## config.mk

```make
export PLATFORM = sky130hd
export DESIGN_NAME = des_decrypt_controller
export DESIGN_NICKNAME = d
export VERILOG_FILES = /design/src/rtl/des_decrypt_controller.sv
export SDC_FILE = /design/constraint.sdc
export NUM_CORES = 1
export LEC_CHECK = 0
export ABC_AREA = 1
export CAP_MARGIN = 25
export CORE_MARGIN = 5
export CORE_UTILIZATION = 32
export DETAILED_ROUTE_END_ITERATION = 16
export GPL_TIMING_DRIVEN = 0
export PLACE_DENSITY = 0.94
export SYNTH_ARGS = -nofsm -noshare
export SYNTH_HDL_FRONTEND = slang
export SYNTH_SLANG_ARGS = --single-unit
```

## constraint.sdc

```tcl
create_clock -name clk -period 2.2 [get_ports clk]
set_clock_uncertainty 0.15 [all_clocks]
set_input_delay 0.22 -clock clk [delete_from_list [all_inputs] [get_ports clk]]
set_output_delay 0.22 -clock clk [all_outputs]
set_load 0.1 [all_outputs]
```

## src/rtl/des_decrypt_controller.sv

```systemverilog
// des_decrypt_controller: iterative DES decrypt engine (IP, 16 rounds at one per clock, FP) with start/busy/ready handshake; ports clk, rst, start, desIn, keyIn -> busy, ready, desOut
module des_decrypt_controller #(
  parameter bit MODE_DECRYPT = 1'b1
) (
  input  logic        clk,
  input  logic        rst,
  input  logic        start,
  input  logic [63:0] desIn,
  input  logic [63:0] keyIn,
  output logic        busy,
  output logic        ready,
  output logic [63:0] desOut
);
  typedef enum logic [1:0] {IDLE, ROUND, DONE} state_t;
  localparam logic [6:0] IP_T [64] = '{58,50,42,34,26,18,10,2, 60,52,44,36,28,20,12,4,
    62,54,46,38,30,22,14,6, 64,56,48,40,32,24,16,8, 57,49,41,33,25,17,9,1,
    59,51,43,35,27,19,11,3, 61,53,45,37,29,21,13,5, 63,55,47,39,31,23,15,7};
  localparam logic [6:0] FP_T [64] = '{40,8,48,16,56,24,64,32, 39,7,47,15,55,23,63,31,
    38,6,46,14,54,22,62,30, 37,5,45,13,53,21,61,29, 36,4,44,12,52,20,60,28,
    35,3,43,11,51,19,59,27, 34,2,42,10,50,18,58,26, 33,1,41,9,49,17,57,25};
  localparam logic [6:0] E_T [48] = '{32,1,2,3,4,5, 4,5,6,7,8,9, 8,9,10,11,12,13,
    12,13,14,15,16,17, 16,17,18,19,20,21, 20,21,22,23,24,25, 24,25,26,27,28,29, 28,29,30,31,32,1};
  localparam logic [6:0] P_T [32] = '{16,7,20,21, 29,12,28,17, 1,15,23,26, 5,18,31,10,
    2,8,24,14, 32,27,3,9, 19,13,30,6, 22,11,4,25};
  localparam logic [6:0] PC1_T [56] = '{57,49,41,33,25,17,9, 1,58,50,42,34,26,18,
    10,2,59,51,43,35,27, 19,11,3,60,52,44,36, 63,55,47,39,31,23,15,
    7,62,54,46,38,30,22, 14,6,61,53,45,37,29, 21,13,5,28,20,12,4};
  localparam logic [6:0] PC2_T [48] = '{14,17,11,24,1,5, 3,28,15,6,21,10, 23,19,12,4,26,8,
    16,7,27,20,13,2, 41,52,31,37,47,55, 30,40,51,45,33,48, 44,49,39,56,34,53, 46,42,50,36,29,32};
  localparam logic [3:0] SBOX [8][64] = '{
    '{14,4,13,1,2,15,11,8,3,10,6,12,5,9,0,7, 0,15,7,4,14,2,13,1,10,6,12,11,9,5,3,8,
      4,1,14,8,13,6,2,11,15,12,9,7,3,10,5,0, 15,12,8,2,4,9,1,7,5,11,3,14,10,0,6,13},
    '{15,1,8,14,6,11,3,4,9,7,2,13,12,0,5,10, 3,13,4,7,15,2,8,14,12,0,1,10,6,9,11,5,
      0,14,7,11,10,4,13,1,5,8,12,6,9,3,2,15, 13,8,10,1,3,15,4,2,11,6,7,12,0,5,14,9},
    '{10,0,9,14,6,3,15,5,1,13,12,7,11,4,2,8, 13,7,0,9,3,4,6,10,2,8,5,14,12,11,15,1,
      13,6,4,9,8,15,3,0,11,1,2,12,5,10,14,7, 1,10,13,0,6,9,8,7,4,15,14,3,11,5,2,12},
    '{7,13,14,3,0,6,9,10,1,2,8,5,11,12,4,15, 13,8,11,5,6,15,0,3,4,7,2,12,1,10,14,9,
      10,6,9,0,12,11,7,13,15,1,3,14,5,2,8,4, 3,15,0,6,10,1,13,8,9,4,5,11,12,7,2,14},
    '{2,12,4,1,7,10,11,6,8,5,3,15,13,0,14,9, 14,11,2,12,4,7,13,1,5,0,15,10,3,9,8,6,
      4,2,1,11,10,13,7,8,15,9,12,5,6,3,0,14, 11,8,12,7,1,14,2,13,6,15,0,9,10,4,5,3},
    '{12,1,10,15,9,2,6,8,0,13,3,4,14,7,5,11, 10,15,4,2,7,12,9,5,6,1,13,14,0,11,3,8,
      9,14,15,5,2,8,12,3,7,0,4,10,1,13,11,6, 4,3,2,12,9,5,15,10,11,14,1,7,6,0,8,13},
    '{4,11,2,14,15,0,8,13,3,12,9,7,5,10,6,1, 13,0,11,7,4,9,1,10,14,3,5,12,2,15,8,6,
      1,4,11,13,12,3,7,14,10,15,6,8,0,5,9,2, 6,11,13,8,1,4,10,7,9,5,0,15,14,2,3,12},
    '{13,2,8,4,6,15,11,1,10,9,3,14,5,0,12,7, 1,15,13,8,10,3,7,4,12,5,6,11,0,14,9,2,
      7,11,4,1,9,12,14,2,0,6,10,13,15,3,5,8, 2,1,14,7,4,10,8,13,15,12,9,0,3,5,6,11}};
  function automatic logic [63:0] ip(input logic [63:0] x);
    logic [63:0] y;
    for (int k = 0; k < 64; k++) y[6'(63 - k)] = x[6'(7'd64 - IP_T[k])];
    return y;
  endfunction
  function automatic logic [63:0] fp(input logic [63:0] x);
    logic [63:0] y;
    for (int k = 0; k < 64; k++) y[6'(63 - k)] = x[6'(7'd64 - FP_T[k])];
    return y;
  endfunction
  function automatic logic [55:0] pc1(input logic [63:0] x);
    logic [55:0] y;
    for (int k = 0; k < 56; k++) y[6'(55 - k)] = x[6'(7'd64 - PC1_T[k])];
    return y;
  endfunction
  function automatic logic [47:0] pc2(input logic [55:0] x);
    logic [47:0] y;
    for (int k = 0; k < 48; k++) y[6'(47 - k)] = x[6'(7'd56 - PC2_T[k])];
    return y;
  endfunction
  function automatic logic [31:0] feistel(input logic [31:0] r, input logic [47:0] key);
    logic [47:0] x;
    logic [31:0] s;
    logic [31:0] y;
    logic [5:0] b;
    for (int k = 0; k < 48; k++) x[6'(47 - k)] = r[5'(7'd32 - E_T[k])];
    x = x ^ key;
    for (int k = 0; k < 8; k++) begin
      b = x[6'(47 - 6 * k) -: 6];
      // row is the outer bit pair, column the middle four
      s[5'(31 - 4 * k) -: 4] = SBOX[3'(k)][{b[5], b[0], b[4:1]}];
    end
    for (int k = 0; k < 32; k++) y[5'(31 - k)] = s[5'(7'd32 - P_T[k])];
    return y;
  endfunction
  function automatic logic [27:0] rot(input logic [27:0] x, input logic [1:0] a);
    if (MODE_DECRYPT)
      return a == 2'd2 ? {x[1:0], x[27:2]} : a == 2'd1 ? {x[0], x[27:1]} : x;
    return a == 2'd2 ? {x[25:0], x[27:26]} : {x[26:0], x[27]};
  endfunction
  state_t state, state_n;
  logic [31:0] l, r, r_n;
  logic [27:0] c, d, c_n, d_n;
  logic [4:0] rnd;
  logic [1:0] amt;
  logic accept, last;
  always_ff @(posedge clk) begin
    if (rst) begin
      state <= IDLE;
      {l, r, c, d, rnd, desOut} <= '0;
    end else begin
      state <= state_n;
      if (accept) begin
        {l, r} <= ip(desIn);
        {c, d} <= pc1(keyIn);
        rnd <= 5'd1;
      end else if (state == ROUND) begin
        l <= r;
        r <= r_n;
        c <= c_n;
        d <= d_n;
        rnd <= last ? rnd : rnd + 5'd1;
        if (last) desOut <= fp({r_n, r});
      end
    end
  end
  always_comb begin
    accept = start && state != ROUND;
    last = rnd == 5'd16;
    state_n = accept ? ROUND : (state == ROUND && last) ? DONE : state;
  end
  always_comb begin
    // round 1 of decryption uses PC1 unrotated (K16); shift-by-one rounds sit at 2, 9, 16 either way
    amt = (MODE_DECRYPT && rnd == 5'd1) ? 2'd0 :
          (rnd == 5'd1 || rnd == 5'd2 || rnd == 5'd9 || rnd == 5'd16) ? 2'd1 : 2'd2;
    c_n = rot(c, amt);
    d_n = rot(d, amt);
    r_n = l ^ feistel(r, pc2({c_n, d_n}));
    busy = state == ROUND;
    ready = state == DONE;
  end
endmodule

```

==> Yosys cells after proc, flatten, opt, wreduce, memory -nomap -nowiden <==
Memories as Yosys holds them, arrays and structs flattened.
Index checks and enable logic that the tools add are counted.
{ "word_totals": {"register_bits": 131, "rom_bits": 1024, "in_bits": 131, "out_inout_bits": 66, "elab_cells": 72, "memories": 4} }
{ "classes": {"addsub": 1, "n_lt_le_gt_ge": 4, "n_eq_ne": 10, "mux": 23, "bitwise_logic": 8, "n_reduce_logical": 13} }
{ "memory_table": {"columns": ["name", "depth", "word_bits", "read_ports", "rd_clocked_by_memory_dff", "write_ports", "line", "rtl"], "rows": [
  ["(name not given)", 64, 4, 1, 0, 0, "77", "s[5'(31 - 4 * k) -: 4] = SBOX[3'(k)][{b[5], b[0], b[4:1]}];"],
  ["(name not given)", 64, 4, 1, 0, 0, "77", null],
  ["(name not given)", 64, 4, 1, 0, 0, "77", null],
  ["(name not given)", 64, 4, 1, 0, 0, "77", null]
]} }
{ "ops": {"columns": ["op", "n"], "rows": [
  ["$mux W32", 4],
  ["$mux W28", 4],
  ["$xor A32 B32 Y32", 1],
  ["$ge A7 B7 Y1 const B", 4],
  ["$not A6 Y7", 4],
  ["$xor A24 B24 Y24", 1],
  ["$mux W3", 4],
  ["$mux W2", 4],
  ["$mux W4", 2],
  ["$reduce_and A2 Y1", 3],
  ["$add A5 B1 Y5 const B", 1],
  ["$eq A5 B1 Y1 const B", 1],
  ["$eq A5 B2 Y1 const B", 1],
  ["$eq A5 B4 Y1 const B", 1],
  ["$eq A5 B5 Y1 const B", 1],
  ["$mux W1", 5],
  ["$eq A2 B1 Y1 const B", 2],
  ["$eq A2 B2 Y1 const B", 2],
  ["$reduce_bool A2 Y1", 2],
  ["$logic_or A1 B1 Y1", 3],
  ["$reduce_and A3 Y1", 1],
  ["$reduce_bool A3 Y1", 1],
  ["$logic_and A1 B1 Y1", 2],
  ["$ne A2 B1 Y1 const B", 1],
  ["other kinds (3)", 4]
]} }

==> Logic depth before layout (Yosys ltp) <==
Gate-level depths: netlist of run 1.
{ "logic_depth": {"ltp_word": 17, "mapped_depth": 8, "depth_no_buf": 8} }

==> Least setup slack after synthesis of run 1 <==
OpenSTA, ideal clock, no wires.
{ "synth_path": {"path_type": "register to output", "startpoint": "register state[1]", "endpoint": "output ready", "t_arrival_ps": 1609, "t_required_ps": 1830, "path_slack_ps": 221, "path_stages_with_launch": 3, "path_buffers": 0, "cell_sequence": "dfxtp_1 > inv_2 > nor2_1"} }
{ "synth_via": {"elab_chain_cells": 1} }
{ "synth_lines": {"columns": ["item", "line", "rtl"], "rows": [
  ["start: declaration", "87", "state_t state, state_n;"],
  ["start signal: assignment", "98", "state <= state_n;"],
  ["$eq A2 B2 Y1", "126", "ready = state == DONE;"],
  ["end: declaration", "11", "output logic ready,"]
]} }
Every way passes these cells.

==> Worst setup path in the final report of run 1 <==
{ "layout_path": {"startpoint": "register desOut[27]", "endpoint": "output desOut[27]"} }
{ "layout_rtl": {"columns": ["item", "line", "rtl"], "rows": [
  ["start: declaration", "12", "output logic [63:0] desOut"],
  ["start signal: assignment", "109", "if (last) desOut <= fp({r_n, r});"]
]} }
No word-level cell between the ends.

==> results of run 1 <==
-- cell usage after synthesis, drive strengths merged --
| cell | number | area share [%] |
|---|---|---|
| a21oi | 38 | 10 |
| o21ai | 1 | 0.26 |
| ha | 2 | 1.3 |
| xor2 | 1 | 0.45 |
| buf | 56 | 22 |
| dfxtp | 39 | 40 |
| nor2 | 5 | 2.2 |
| nand2 | 67 | 13 |
| conb | 1 | 0.19 |
| nand4 | 18 | 5.8 |
| clkbuf | 4 | 0.77 |
| nand3 | 3 | 1.4 |
| o211ai | 1 | 0.39 |
| inv | 10 | 1.9 |
-- layout make-up --
class                           count  area, um2  share of cell area, %
Timing Repair Buffer               35        365                   13.5
Tap cell                           75       93.8                   3.47
Multi-Input combinational cell    184        861                   31.9
Clock inverter                      2       35.0                   1.30
Clock buffer                        6       82.6                   3.06
Buffer                             60        445                   16.5
Sequential cell                    39        781                   28.9
Inverter                           10       37.5                   1.39
-- layout by cell type (no fill, tap or decap), types with 3 or more instances in the layout --
cell / instances
inv_1: 6
dlymetal6s2s_1: 6
clkbuf_8: 6
buf_6: 4
buf_4: 50
nand4_1: 18
conb_1: 48
nor2_1: 3
inv_2: 4
clkbuf_1: 4
clkdlybuf4s50_1: 27
a21oi_1: 36
dfxtp_1: 39
nand2_1: 66
-- worst paths after layout --
| path | from | to | cells after the start |
|---|---|---|---|
| setup reg to reg | rnd[0] | rnd[0] | 8 |
| setup / recovery | desOut[27] | desOut[27] | 1 |
| hold / removal | rst | r[29] | 2 |
| hold reg to reg | r[12] | r[12] | 2 |
-- sequential cells by signal, summed over array words and instances (netlist names) --
register and cells:
desOut 16, r 16, state 2, rnd 5
-- metal layers --
metal / up-vias / share of wire [%] / wire length (um)
li1: 886 / - / -
met1: 750 / 39 / 1780
met2: 59 / 50 / 2300
met3: 7 / 9.6 / 439
met4: 0 / 1.2 / 53
met5: - / 0 / 0
-- power by group through the flow --
| stage | registers [uW] | logic (uW) | clock network (uW) |
|---|---|---|---|
| 2_1_floorplan | 748 | 496 | 0 |
| 3_3_place_gp | 750 | 544 | 0 |
| 3_5_place_dp | 751 | 549 | 0 |
| 4_1_cts | 735 | 549 | 624 |
| 5_1_grt | 737 | 576 | 656 |
| 6_report | 735 | 554 | 622 |
-- cells by family after synthesis --
group | after synthesis
AOI/OAI and AO/OA | 40
and+or+nand+nor | 93
adders and majority gates | 2
xor gates and xnor gates | 1
other | 1
buffers and inverters | 70
DFF | 39
-- per-stage QoR --
step           util (%)  cell area [um2]  total power [uW]  std cells  setup slack (ps)
2_1_floorplan         -             2120              1240        293               221
3_3_place_gp       43.4             2570              1290        403              -126
3_5_place_dp       43.4             2570              1300        403              -157
4_1_cts            45.4             2690              1910        411              9.14
5_1_grt            45.6             2700              1970        411              1.95
6_report           45.6             2700              1910        411              39.8
==> summary.txt, run 1 <==
Synth Area per Inst -> 7.92 um2
PortBufs -> 35
Starting density of the core -> 32.9%
Setup crit end kind -> output pin
Final Slew Violations -> 0
Worst-margin pin slew -> 1010 ps
Critical path arrival -> 1790 ps
CP required -> 1830 ps
Gpl congestion -> 0.810
Post-DP HPWL -> 3.62 mm
CP Class -> reg2out
CTS Buffer Depth -> 2
Routed wire length -> 4.57 mm
Psw -> 708 uW
Chip width -> 88.0 um
Row cnt -> 28
Die Span Y -> 88.0 um
Initial antenna violation count -> 0
Num CTS Buffers -> 5
Worst Hold Class -> in2reg
Int Pwr -> 1200 uW
Sequential fraction of design power -> 38.5%
Setup Buffers After CTS -> 0
CP Cell Sequence -> clkdlybuf4s50_1
Die ar. -> 0.00775 mm2
Status -> complete, no violations
CP max-delay cell -> clkdlybuf4s50_1
Warnings from Yosys -> 0
Switching share of power -> 37.0%
Static leakage -> 0.00130 uW
Vias in the first global route -> 1,590
Syn-to-layout area delta -> 38.7%
Gr busiest metal -> met2
Synth Area in XOR/XNOR -> 0.450%
Setup tns final -> 0 ps
CTS Hold Bufs -> 0
Global route overflow -> 0
Fill cells -> 597
Compound-Gate Fraction of Synth Area -> 10.8%
Mux cell area share after synthesis -> 0%
Worst-path clk slew -> 80 ps
GR Util met2 -> 21.4%
Antenna violation net count after detailed routing -> 0
Share of layout cells above drive strength 1 -> 22.3%
Root Driver -> clkbuf_8
Clk_lat worst skew -> 300 ps
Sink Count -> 39
Hold Fails Final Rpt -> 0
Synth Area in Simple Gates -> 22.4%
DR WL/cell -> 11.1 um
Pwr/cell area -> 707 mW/mm2
Drt via density -> 4.14
NumNets Final -> 468
Clock Power Share -> 32.5%
Netlist Area Pre-Place -> 0.00195 mm2
Rel. slew slack -> 32.4%
RSZ-0062 raised after global routing -> no
Post-cts repair resize count -> 4
Min Hold Slack -> 86.6 ps
Crit path max fanout -> 2
Diodes inserted -> 0
Ports -> 197
Critical path's largest stage delay -> 1150 ps
Crit share post-route -> 98.2%
FF-to-FF setup slack -> 580 ps
Largest family of logic cells by synthesized area -> buffers and inverters
First-pass GRT wire length -> 7.00 mm
CTS tree -> yes
Global-route usage over all layers -> 11.6%
Period minus WS final -> 2160 ps
Mapped Cells -> 246
Post-synthesis sequential area ratio -> 40.1%
Flop and latch count out of synthesis -> 39
IR drop worst, VDD -> 0.000517 V
Max_cap viols -> 0
Final setup fails -> 0
Via count -> 1,702
1st-iter DRT viols -> 31
Synth Area in Adders -> 1.28%
Pin count of the biggest net entering global routing -> 13
Worst setup SP type -> flop
Crit path max-delay family -> buffers and inverters
Max Freq -> 0.463 GHz
GRT met3 Usage -> 3.86%
Worst Path Buf+Inv -> 1
Remaining DRCs -> 0
Met1 global-route usage -> 12.2%
TritonRoute pass-1 iters -> 4
Core Footprint -> 0.00592 mm2
Combinational share of power -> 29.0%
Number of library cell types mapped by synthesis -> 22
CTS H-tree depth -> 2
(Power assumes the default switching activity.)
==> inputs of run 2 (changes only) <==
--- a/config.mk
+++ b/config.mk
@@ -11,6 +11,7 @@
 export CORE_UTILIZATION = 32
 export DETAILED_ROUTE_END_ITERATION = 16
 export GPL_TIMING_DRIVEN = 0
+export HOLD_SLACK_MARGIN = 0.1
 export PLACE_DENSITY = 0.94
 export SYNTH_ARGS = -nofsm -noshare
 export SYNTH_HDL_FRONTEND = slang
==> run 2 against run 1 <==
Effect of this change: total power about the same; global-route usage grew 0.077 points; flip-flop and latch count unchanged; first-iteration DRC count grew 3.2%; cell count up 0.24%; via count grew 0.41%; critical endpoint unchanged; largest cell class unchanged.
==> summary.txt, run 2 (synthesis results as in run 1) <==
Pin count of the biggest net entering global routing -> 13
Worst reg2reg startpoint -> rnd[0]
Starting density of the core -> 32.9%
CTS tree -> yes
Share of layout cells above drive strength 1 -> 22.3%
Remaining DRCs -> 0
Crit path max fanout -> 2
Period minus WS final -> 2160 ps
Fill cells -> 596
Register area -> 781 um2
CP required -> 1830 ps
Worst-path clk slew -> 80 ps
CP max-delay cell -> clkdlybuf4s50_1
Diodes inserted -> 0
Hold Fails Final Rpt -> 0
DR WL/cell -> 11.1 um
Pwr/cell area -> 705 mW/mm2
Final Util -> 45.8%
Max Freq -> 0.463 GHz
Chip width -> 88.0 um
Gpl congestion -> 0.810
Sink Count -> 39
Min Hold Slack -> 315 ps
CTS H-tree depth -> 2
Most frequent cells in the layout -> nand2_1 (66), buf_4 (50), conb_1 (48)
FF-to-FF setup slack -> 590 ps
Final setup fails -> 0
Final Slew Violations -> 0
Worst setup SP type -> flop
Crit share post-route -> 98.2%
Drt via density -> 4.15
Via count -> 1,709
NumNets Final -> 469
CP Cell Sequence -> clkdlybuf4s50_1
Crit path max-delay family -> buffers and inverters
Root Driver -> clkbuf_8
Global route overflow -> 0
Initial antenna violation count -> 0
TritonRoute pass-1 iters -> 4
Setup crit end kind -> output pin
Hold EP -> r[12]
Post-DP HPWL -> 3.62 mm
Die ar. -> 0.00775 mm2
RSZ-0062 raised after global routing -> no
Worst-margin pin slew -> 1010 ps
Core Footprint -> 0.00592 mm2
Max_cap viols -> 0
Routed wire length -> 4.58 mm
Commonest non-fill, non-tap cell in the layout -> nand2_1
Status -> complete, no violations
Reg2Reg Depth -> 8
PortBufs -> 35
Rel. slew slack -> 32.5%
Pwr Total -> 1910 uW
Worst Hold Class -> reg2reg
Row cnt -> 28
Ports -> 197
Clk_lat worst skew -> 300 ps
Critical path's largest stage delay -> 1150 ps
Vias in the first global route -> 1,601
Antenna violation net count after detailed routing -> 0
First-pass GRT wire length -> 7.04 mm
CTS Buffer Depth -> 2
Cells on Worst Hold Path -> 2
Die Span Y -> 88.0 um
Global-route usage over all layers -> 11.7%
IR drop worst, VDD -> 0.000519 V
CP Class -> reg2out
Static leakage -> 0.00130 uW
Footprint of the multi-input gates -> 861 um2
Top flop regs -> desOut: 16 flops, r: 16 flops, rnd: 5 flops
1st-iter DRT viols -> 32
Reg2reg end -> rnd[0]
Worst Path Buf+Inv -> 1
Num CTS Buffers -> 5
Syn-to-layout area delta -> 39.2%
Critical path arrival -> 1790 ps
Hold Startpoint -> r[12]
-- run 2: layout make-up --
type | instances | area share [%]
Clock buffer | 6 | 3.05
Inverter | 10 | 1.38
Timing Repair Buffer | 36 | 13.8
Clock inverter | 2 | 1.29
Tap cell | 75 | 3.46
Sequential cell | 39 | 28.8
Multi-Input combinational cell | 184 | 31.7
Buffer | 60 | 16.4
-- run 2: power breakdown --
| part | total, uW | switching, uW | internal, uW |
|---|---|---|---|
| Sequential | 735 | 11.6 | 724 |
| Combinational | 555 | 441 | 114 |
| Clock | 622 | 255 | 367 |
-- run 2: worst max path at each step --
stage | from | end | cells past startpoint
floorplan | state[1] | ready | 2
global placement | state[0] | busy | 5
detailed placement | state[0] | busy | 5
CTS | desOut[13] | desOut[13] | 1
global route | desOut[27] | desOut[27] | 1
finish | desOut[27] | desOut[27] | 1
-- run 2: metal layers --
metal	vias up	GRT usage (%)	routed length (um)	part of all wire, %
met2	65	21.6	2330	51
met4	0	3.98	53	1.2
met5	-	0	0	0
met3	7	3.86	462	10
met1	750	12.3	1740	38
li1	887	-	-	-
-- run 2: stage by stage --
| stage | std cells | setup slack (ps) | area (um2) | TNS [ps] |
|---|---|---|---|---|
| after floorplan | 293 | 221 | 2120 | 0 |
| after global placement | 403 | -126 | 2570 | -126 |
| after detailed placement | 403 | -157 | 2570 | -157 |
| after CTS | 412 | 9.14 | 2700 | 0 |
| after global routing | 412 | 1.95 | 2710 | 0 |
| final | 412 | 39.8 | 2710 | 0 |
-- run 2: what timing repair did --
item	4_1_cts	5_1_grt
buffers inserted	0	0
endpoints found under the setup margin	2	6
resized for setup	4	6
hold buffers	1	0
endpoints found under the hold margin	1	0
==> inputs of run 3 (changes only) <==
--- a/config.mk
+++ b/config.mk
@@ -10,6 +10,7 @@
 export CORE_MARGIN = 5
 export CORE_UTILIZATION = 32
 export DETAILED_ROUTE_END_ITERATION = 16
+export GPL_ROUTABILITY_DRIVEN = 0
 export GPL_TIMING_DRIVEN = 0
 export HOLD_SLACK_MARGIN = 0.1
 export PLACE_DENSITY = 0.94
==> results of run 3 <==
Same layout as run 2: the final DEF is identical, and so are final timing and power.
